### src/rtl/mfp_ahb_ram_slave_ws_pkg.sv
// Shared AHB-Lite encodings and helpers for the wait-state RAM slave.
// Byte-lane mask and legality decode live here so the top stays focused on timing.
package mfp_ahb_ram_slave_ws_pkg;

    localparam logic [1:0] HTRANS_IDLE   = 2'b00;
    localparam logic [1:0] HTRANS_BUSY   = 2'b01;
    localparam logic [1:0] HTRANS_NONSEQ = 2'b10;
    localparam logic [1:0] HTRANS_SEQ    = 2'b11;

    localparam logic [2:0] HSIZE_BYTE = 3'd0;
    localparam logic [2:0] HSIZE_HALF = 3'd1;
    localparam logic [2:0] HSIZE_WORD = 3'd2;

    localparam logic [2:0] HBURST_SINGLE = 3'd0;
    localparam logic [2:0] HBURST_INCR   = 3'd1;
    localparam logic [2:0] HBURST_WRAP4  = 3'd2;
    localparam logic [2:0] HBURST_INCR4  = 3'd3;
    localparam logic [2:0] HBURST_WRAP8  = 3'd4;
    localparam logic [2:0] HBURST_INCR8  = 3'd5;
    localparam logic [2:0] HBURST_WRAP16 = 3'd6;
    localparam logic [2:0] HBURST_INCR16 = 3'd7;

    localparam logic HRESP_OKAY  = 1'b0;
    localparam logic HRESP_ERROR = 1'b1;

    typedef enum logic [1:0] {
        ST_IDLE = 2'd0,
        ST_DATA = 2'd1,
        ST_ERR1 = 2'd2,
        ST_ERR2 = 2'd3
    } state_t;

    function automatic logic [3:0] byte_mask(input logic [2:0] size, input logic [1:0] a);
        logic [3:0] m;
        case (size)
            HSIZE_BYTE: m = 4'b0001 << a;
            HSIZE_HALF: m = a[1] ? 4'b1100 : 4'b0011;
            default:    m = 4'b1111;
        endcase
        return m;
    endfunction

    function automatic logic size_legal(input logic [2:0] size, input logic [1:0] a);
        logic ok;
        case (size)
            HSIZE_BYTE: ok = 1'b1;
            HSIZE_HALF: ok = ~a[0];
            HSIZE_WORD: ok = (a == 2'b00);
            default:    ok = 1'b0;
        endcase
        return ok;
    endfunction

endpackage

### src/rtl/mfp_ahb_ram_slave_ws_ram.sv
// One byte lane of the slave RAM: synchronous read port, independent write port.
// A read and write to the same address on one edge returns the old contents.
module mfp_dual_port_ram #(
    parameter int DATA_WIDTH = 8,
    parameter int ADDR_WIDTH = 6
) (
    input  logic                  i_clk,
    input  logic [ADDR_WIDTH-1:0] i_read_addr,
    input  logic [ADDR_WIDTH-1:0] i_write_addr,
    input  logic [DATA_WIDTH-1:0] i_write_data,
    input  logic                  i_write_enable,
    output logic [DATA_WIDTH-1:0] o_read_data
);

    logic [DATA_WIDTH-1:0] r_mem [2**ADDR_WIDTH];
    logic [DATA_WIDTH-1:0] r_rdata;

    always_ff @(posedge i_clk) begin
        if (i_write_enable)
            r_mem[i_write_addr] <= i_write_data;
        r_rdata <= r_mem[i_read_addr];
    end

    assign o_read_data = r_rdata;

endmodule

### src/rtl/mfp_ahb_ram_slave_ws.sv
// AHB-Lite RAM slave with configurable wait states, byte-lane writes,
// store forwarding for write->read on one word, and ERROR on misaligned/oversize.
module mfp_ahb_ram_slave_ws
    import mfp_ahb_ram_slave_ws_pkg::*;
#(
    parameter int ADDR_WIDTH  = 6,
    parameter int WAIT_STATES = 0,
    parameter int CHECK_ALIGN = 1
) (
    input  logic        HCLK,
    input  logic        HRESETn,
    input  logic [31:0] HADDR,
    input  logic [2:0]  HBURST,
    input  logic        HMASTLOCK,
    input  logic [3:0]  HPROT,
    input  logic        HSEL,
    input  logic [2:0]  HSIZE,
    input  logic [1:0]  HTRANS,
    input  logic [31:0] HWDATA,
    input  logic        HWRITE,
    output logic [31:0] HRDATA,
    output logic        HREADY,
    output logic        HRESP,
    input  logic        SI_Endian
);

    state_t                r_state;
    logic                  r_hready;
    logic                  r_hresp;
    logic [2:0]            r_cnt;
    logic [ADDR_WIDTH-1:0] r_addr;
    logic [3:0]            r_mask;
    logic                  r_write;
    logic                  r_fwd_sel;
    logic                  r_fwd_vld;
    logic [ADDR_WIDTH-1:0] r_fwd_addr;
    logic [3:0]            r_fwd_mask;
    logic [31:0]           r_fwd_data;

    logic                  w_accept;
    logic                  w_legal;
    logic [3:0]            w_mask_in;
    logic [ADDR_WIDTH-1:0] w_haddr_w;
    logic [ADDR_WIDTH-1:0] w_raddr;
    logic                  w_last;
    logic                  w_we;
    logic                  w_fwd_use;
    logic [31:0]           w_ram_rdata;
    logic [31:0]           w_merged;
    logic                  w_unused;

    assign w_unused  = ^{HBURST, HMASTLOCK, HPROT, SI_Endian, HADDR[31:ADDR_WIDTH+2], HTRANS[0]};

    assign w_accept  = HSEL && HTRANS[1] && r_hready;
    assign w_haddr_w = HADDR[ADDR_WIDTH+1:2];
    assign w_legal   = (CHECK_ALIGN == 0) || size_legal(HSIZE, HADDR[1:0]);
    assign w_mask_in = (CHECK_ALIGN != 0) ? byte_mask(HSIZE, HADDR[1:0]) : 4'b1111;
    assign w_last    = (r_state == ST_DATA) && r_hready;
    // Gating with HRESETn drops a write whose final cycle collides with reset.
    assign w_we      = HRESETn && w_last && r_write;
    assign w_raddr   = r_hready ? w_haddr_w : r_addr;
    assign w_fwd_use = r_fwd_sel && r_fwd_vld && (r_fwd_addr == r_addr);

    always_ff @(posedge HCLK) begin
        if (!HRESETn) begin
            r_state   <= ST_IDLE;
            r_hready  <= 1'b1;
            r_hresp   <= HRESP_OKAY;
            r_cnt     <= 3'd0;
            r_write   <= 1'b0;
            r_fwd_sel <= 1'b0;
            r_fwd_vld <= 1'b0;
        end else begin
            if (w_accept) begin
                r_addr    <= w_haddr_w;
                r_mask    <= w_mask_in;
                r_write   <= HWRITE;
                r_fwd_sel <= w_we;
            end
            if (w_we) begin
                r_fwd_vld  <= 1'b1;
                r_fwd_addr <= r_addr;
                r_fwd_mask <= r_mask;
                r_fwd_data <= HWDATA;
            end
            if (r_hready) begin
                if (w_accept && w_legal) begin
                    r_state  <= ST_DATA;
                    r_cnt    <= 3'(WAIT_STATES);
                    r_hready <= (WAIT_STATES == 0);
                    r_hresp  <= HRESP_OKAY;
                end else if (w_accept) begin
                    r_state  <= ST_ERR1;
                    r_hready <= 1'b0;
                    r_hresp  <= HRESP_ERROR;
                end else begin
                    r_state  <= ST_IDLE;
                    r_hready <= 1'b1;
                    r_hresp  <= HRESP_OKAY;
                end
            end else if (r_state == ST_ERR1) begin
                r_state  <= ST_ERR2;
                r_hready <= 1'b1;
                r_hresp  <= HRESP_ERROR;
            end else begin
                r_cnt    <= r_cnt - 3'd1;
                r_hready <= (r_cnt == 3'd1);
            end
        end
    end

    for (genvar i = 0; i < 4; i++) begin : g_lane
        mfp_dual_port_ram #(
            .DATA_WIDTH (8),
            .ADDR_WIDTH (ADDR_WIDTH)
        ) u_ram (
            .i_clk          (HCLK),
            .i_read_addr    (w_raddr),
            .i_write_addr   (r_addr),
            .i_write_data   (HWDATA[8*i +: 8]),
            .i_write_enable (w_we && r_mask[i]),
            .o_read_data    (w_ram_rdata[8*i +: 8])
        );
        assign w_merged[8*i +: 8] = (w_fwd_use && r_fwd_mask[i]) ? r_fwd_data[8*i +: 8]
                                                                 : w_ram_rdata[8*i +: 8];
    end

    assign HRDATA = (w_last && !r_write) ? w_merged : 32'd0;
    assign HREADY = r_hready;
    assign HRESP  = r_hresp;

endmodule
### config.mk
export PLATFORM = sky130hd
export DESIGN_NAME = mfp_ahb_ram_slave_ws
export DESIGN_NICKNAME = d
export VERILOG_FILES = /design/src/rtl/mfp_ahb_ram_slave_ws_pkg.sv /design/src/rtl/mfp_ahb_ram_slave_ws_ram.sv /design/src/rtl/mfp_ahb_ram_slave_ws.sv
export SDC_FILE = /design/constraint.sdc
export NUM_CORES = 2
export LEC_CHECK = 0
export CAP_MARGIN = 10
export CORE_MARGIN = 4
export CORE_UTILIZATION = 28
export CTS_BUF_LIST = sky130_fd_sc_hd__clkbuf_16
export DETAILED_ROUTE_END_ITERATION = 8
export PLACE_DENSITY = 0.4
export SLEW_MARGIN = 20
export SYNTH_ARGS = -nofsm -noshare
export SYNTH_HDL_FRONTEND = slang
export SYNTH_SLANG_ARGS = --single-unit
### constraint.sdc
create_clock -name HCLK -period 3.3 [get_ports HCLK]
set_clock_uncertainty 0.05 [all_clocks]
set_input_delay 0.495 -clock HCLK [delete_from_list [all_inputs] [get_ports HCLK]]
set_output_delay 0.495 -clock HCLK [all_outputs]
set_load 0.1 [all_outputs]
==> results by group <==
Critical path
  – Cell repeated most along the worst path: buf_12
  – Worst setup SP type: flip-flop
  – Delay-heaviest family, CP: buffers and inverters
  – Kind of critical path: flip-flop to output pin
  – Critical path endpoint category: output pin
  – CP Launch Point: r_addr[0]
  – R2r startpoint: r_addr[0]
  – Flop2flop setup slack: -60 ps
  – Crit path max fanout: 8
  – CP Data Required Time: about 2800 ps
  – Worst path slowest cell: edfxtp_1
  – Crit path arrival time: 3220 ps
  – Crit-path max cell delay: 430 ps
  – Crit-path cells: buf_12, xnor2_2, nand3_2, nor4_4, buf_6, nand2_4, buf_12, buf_4, mux2i_4, nor2_4, buf_12
  – Worst Path Buf+Inv: 5

Pwr
  – Clock power frac: 0.398
  – Seq pwr share: 0.470
  – Switching part of the total power: 0.264
  – Internal Power: 47.2 mW
  – Power Density: 563 nW/µm²
  – VDD IR max: between 0.4 and 0.5 mV
  – Switch Pwr: around 17 mW
  – Comb power frac: 0.132
  – Pleak: 37.5 nW

Synth
  – Netlist Area Pre-Place: around 90000 µm²
  – Largest family of logic cells by synthesized area: compound AO/OA/AOI/OAI gates
  – Ranking of synthesized cells by area: edfxtp_1 (70%), nor2_1 (4.3%), o21ai_0 (3.5%), a21oi_1 (3.1%), nand2_1 (2.0%)
  – Synth warn: 0
  – Register area share after synthesis: 0.710
  – Multiplexer share of the synthesized area: 0.00612
  – Post-Synthesis Cells: a little under 7000
  – Post-synth EDFFs: 2100
  – Synth cell types: 97
  – Syn_area_per_cell: 13.0 µm²
  – Xor/xnor share of the synthesized area: 0.000779
  – Leading area contributor after synthesis: edfxtp_1
  – Synthesized-area fraction occupied by adder cells: 0.000278
  – Post-synthesis async set-or-reset flop share: 0
  – Complex-gate fraction of the synthesized area: 0.171
  – Simple-Gate Fraction of Synth Area: 0.0816
  – Synth Net Count: 6985
  – Top cell type's share of synthesized area: 0.701
  – FF+latch count, synth: 2141
  – Synth Flop Type: edfxtp_1

Final layout
  – Design Area, Final: roughly 110000 µm²
  – Fill count: 30900
  – Commonest non-fill, non-tap cells in the layout: edfxtp_1 (2100), nor2_1 (943), buf_4 (885)
  – Share of layout cells above drive strength 1: 0.223
  – Multi-input logic area: 24600 µm²
  – Reg area: about 64000 µm²
  – NumNets Final: 7920
  – Final Util: 0.357
  – P&R area growth vs syn: 26.7%
  – Non-Filler Instances: 12300
  – Commonest non-fill, non-tap cell in the layout: edfxtp_1

Clock tree
  – Number of CTS-inserted buffers: around 240
  – CTS Root Cell: clkbuf_16
  – Htree depth: 4
  – Clock transition at path regs: 60 ps
  – CTS tree: built
  – CTS max path bufs: 4
  – Clk sinks: 2141
  – Clock latency on the worst-skew pair: 950 ps

Place
  – Post-DP HPWL: 282000 µm
  – Placed cells: 11800
  – Port bufs: 81
  – Placed cell area: 105000 µm²
  – GP Congestion: between 0.9 and 1

STA
  – Worst-Margin Slew: 1150 ps
  – Min Tclk post-route: between 3000 and 4000 ps
  – Setup Viol. Count Final: 100
  – RSZ-0062 raised after global routing: yes
  – Final Cycle Share: 1.14
  – Worst slew margin: 0.232
  – Final TNS setup: -15240 ps
  – Worst hold margin: approximately 32 ps
  – Pins Over Slew Limit: 0
  – Max frequency: 0.265 GHz
  – Final hold violation count: 0
  – Min setup slack post-route: -469 ps

Floorplanning
  – Die width: 575 µm
  – Top-Level Pins: between 100 and 150
  – Die Height: between 500 and 600 µm
  – Initial Utilization: 0.282
  – Core Rows: 207
  – Die area: 330000 µm²
  – Core box area: between 300000 and 400000 µm²

GRT
  – Grt met1 use: 0.348
  – Met3 usage: 0.0334
  – First-pass GRT wire length: 564000 µm
  – GRT overflow: 0
  – Grt met2 use: 0.385
  – GR peak layer: met2
  – Largest net degree at the start of global routing: 76
  – Vias in the first global route: between 60000 and 70000
  – Initial antenna violation count: 29
  – Total GRT Usage: 0.243

Route
  – Vias: 67300
  – Antenna-violating nets left: 0
  – TritonRoute pass-1 iters: 6
  – Routed WL per cell: around 34 µm
  – Iter 0 DRT Violations: roughly 7900
  – # DRC: 0
  – Post-Route WL: around 420000 µm
  – Vias/cell: about 5.5

Outcome
  – Failing checks: setup timing
  – Run status: finished, violations left

Worst hold path
  – Min-Delay Path Class: input pin to flip-flop
  – Hold_sp: HWDATA[15]

Job
  – Max-cap viol count: 0
[routing by layer]
metal / up-vias / wire length, µm
met4: 14 / 13200
li1: 28600 / -
met3: 520 / 29600
met1: 35200 / 185000
met5: - / 92
met2: 2865 / 190000
[metrics by stage]
step | total power [mW] | setup WS [ps]
3_3_place_gp | 38.7 | -541
5_1_grt | 66.1 | -552
3_5_place_dp | 38.7 | -553
6_report | 64.1 | -469
2_1_floorplan | 33.9 | -39.4
4_1_cts | 64.3 | -537
[Yosys cell counts (36+ instances only)]
cell type,n
a22oi_1,36
o21ai_0,634
clkbuf_1,147
o21bai_1,50
mux2i_1,37
a31oi_1,75
nor2_1,1037
a2bb2oi_1,51
o221ai_1,84
a211oi_1,214
buf_2,294
dfxtp_1,41
o211ai_1,169
edfxtp_1,2100
buf_4,37
o2111ai_1,69
a21o_1,36
o22ai_1,62
a21oi_1,562
nand3_1,65
nand2_1,489
[power groups by stage]
stage          Combinational [mW]  Sequential [mW]  Clock [mW]
2_1_floorplan                3.31             30.6           0
3_3_place_gp                 8.00             30.7           0
3_5_place_dp                 8.02             30.7           0
4_1_cts                      8.18             30.1        26.0
5_1_grt                      8.80             30.1        27.1
6_report                     8.45             30.1        25.5
[cell families (layout without fill, tap and decap cells)]
group                    after synthesis  after routing
AO/OA/AOI/OAI                       2372           2372
XOR/XNOR                               8              8
adder cells (fa/ha/maj)                2              2
buffers and inverters                548           1678
flip-flops                          2141           2141
multiplexers                          47             49
other                                  0             13
AND/OR/NAND/NOR                     1783           1783
[worst paths after layout]
path                                                endpoint  cells past startpoint
worst min-delay path            g_lane[1].u_ram.r_mem[35][7]                      1
worst min register to register                 r_fwd_mask[1]                      0
worst max-delay path                               HRDATA[1]                     11
worst max register to register  g_lane[1].u_ram.r_mem[60][2]                     10
[area by class of cell]
class                   instances  share of cell area
well taps                    4284              0.0470
multi-input cells            4214               0.216
diodes                         13            0.000286
repair buffers               1220               0.111
inverters                      18            0.000725
flip-flops and latches       2141               0.561
clock buffers                 243              0.0534
clock inverters               197              0.0111
[repair_timing]
item / in CTS / in global routing
hold buffers: 6 / 0
gates resized for setup: 70 / 107
buffers inserted: 19 / 45
pin swaps: 22 / 37
endpoints found under the hold margin: 52 / 0
setup endpoints to repair: 66 / 179
cloned: 2 / 4
[registers in the layout, summed over array words and instances (netlist names), 2 cells and up]
signal / flops
g_lane.u_ram.o_read_data: 32
g_lane.u_ram.r_mem: 2048
r_addr: 6
r_cnt: 3
r_fwd_addr: 6
r_fwd_data: 32
r_fwd_mask: 4
r_mask: 4
r_state: 2
(Power assumes the default switching activity.)
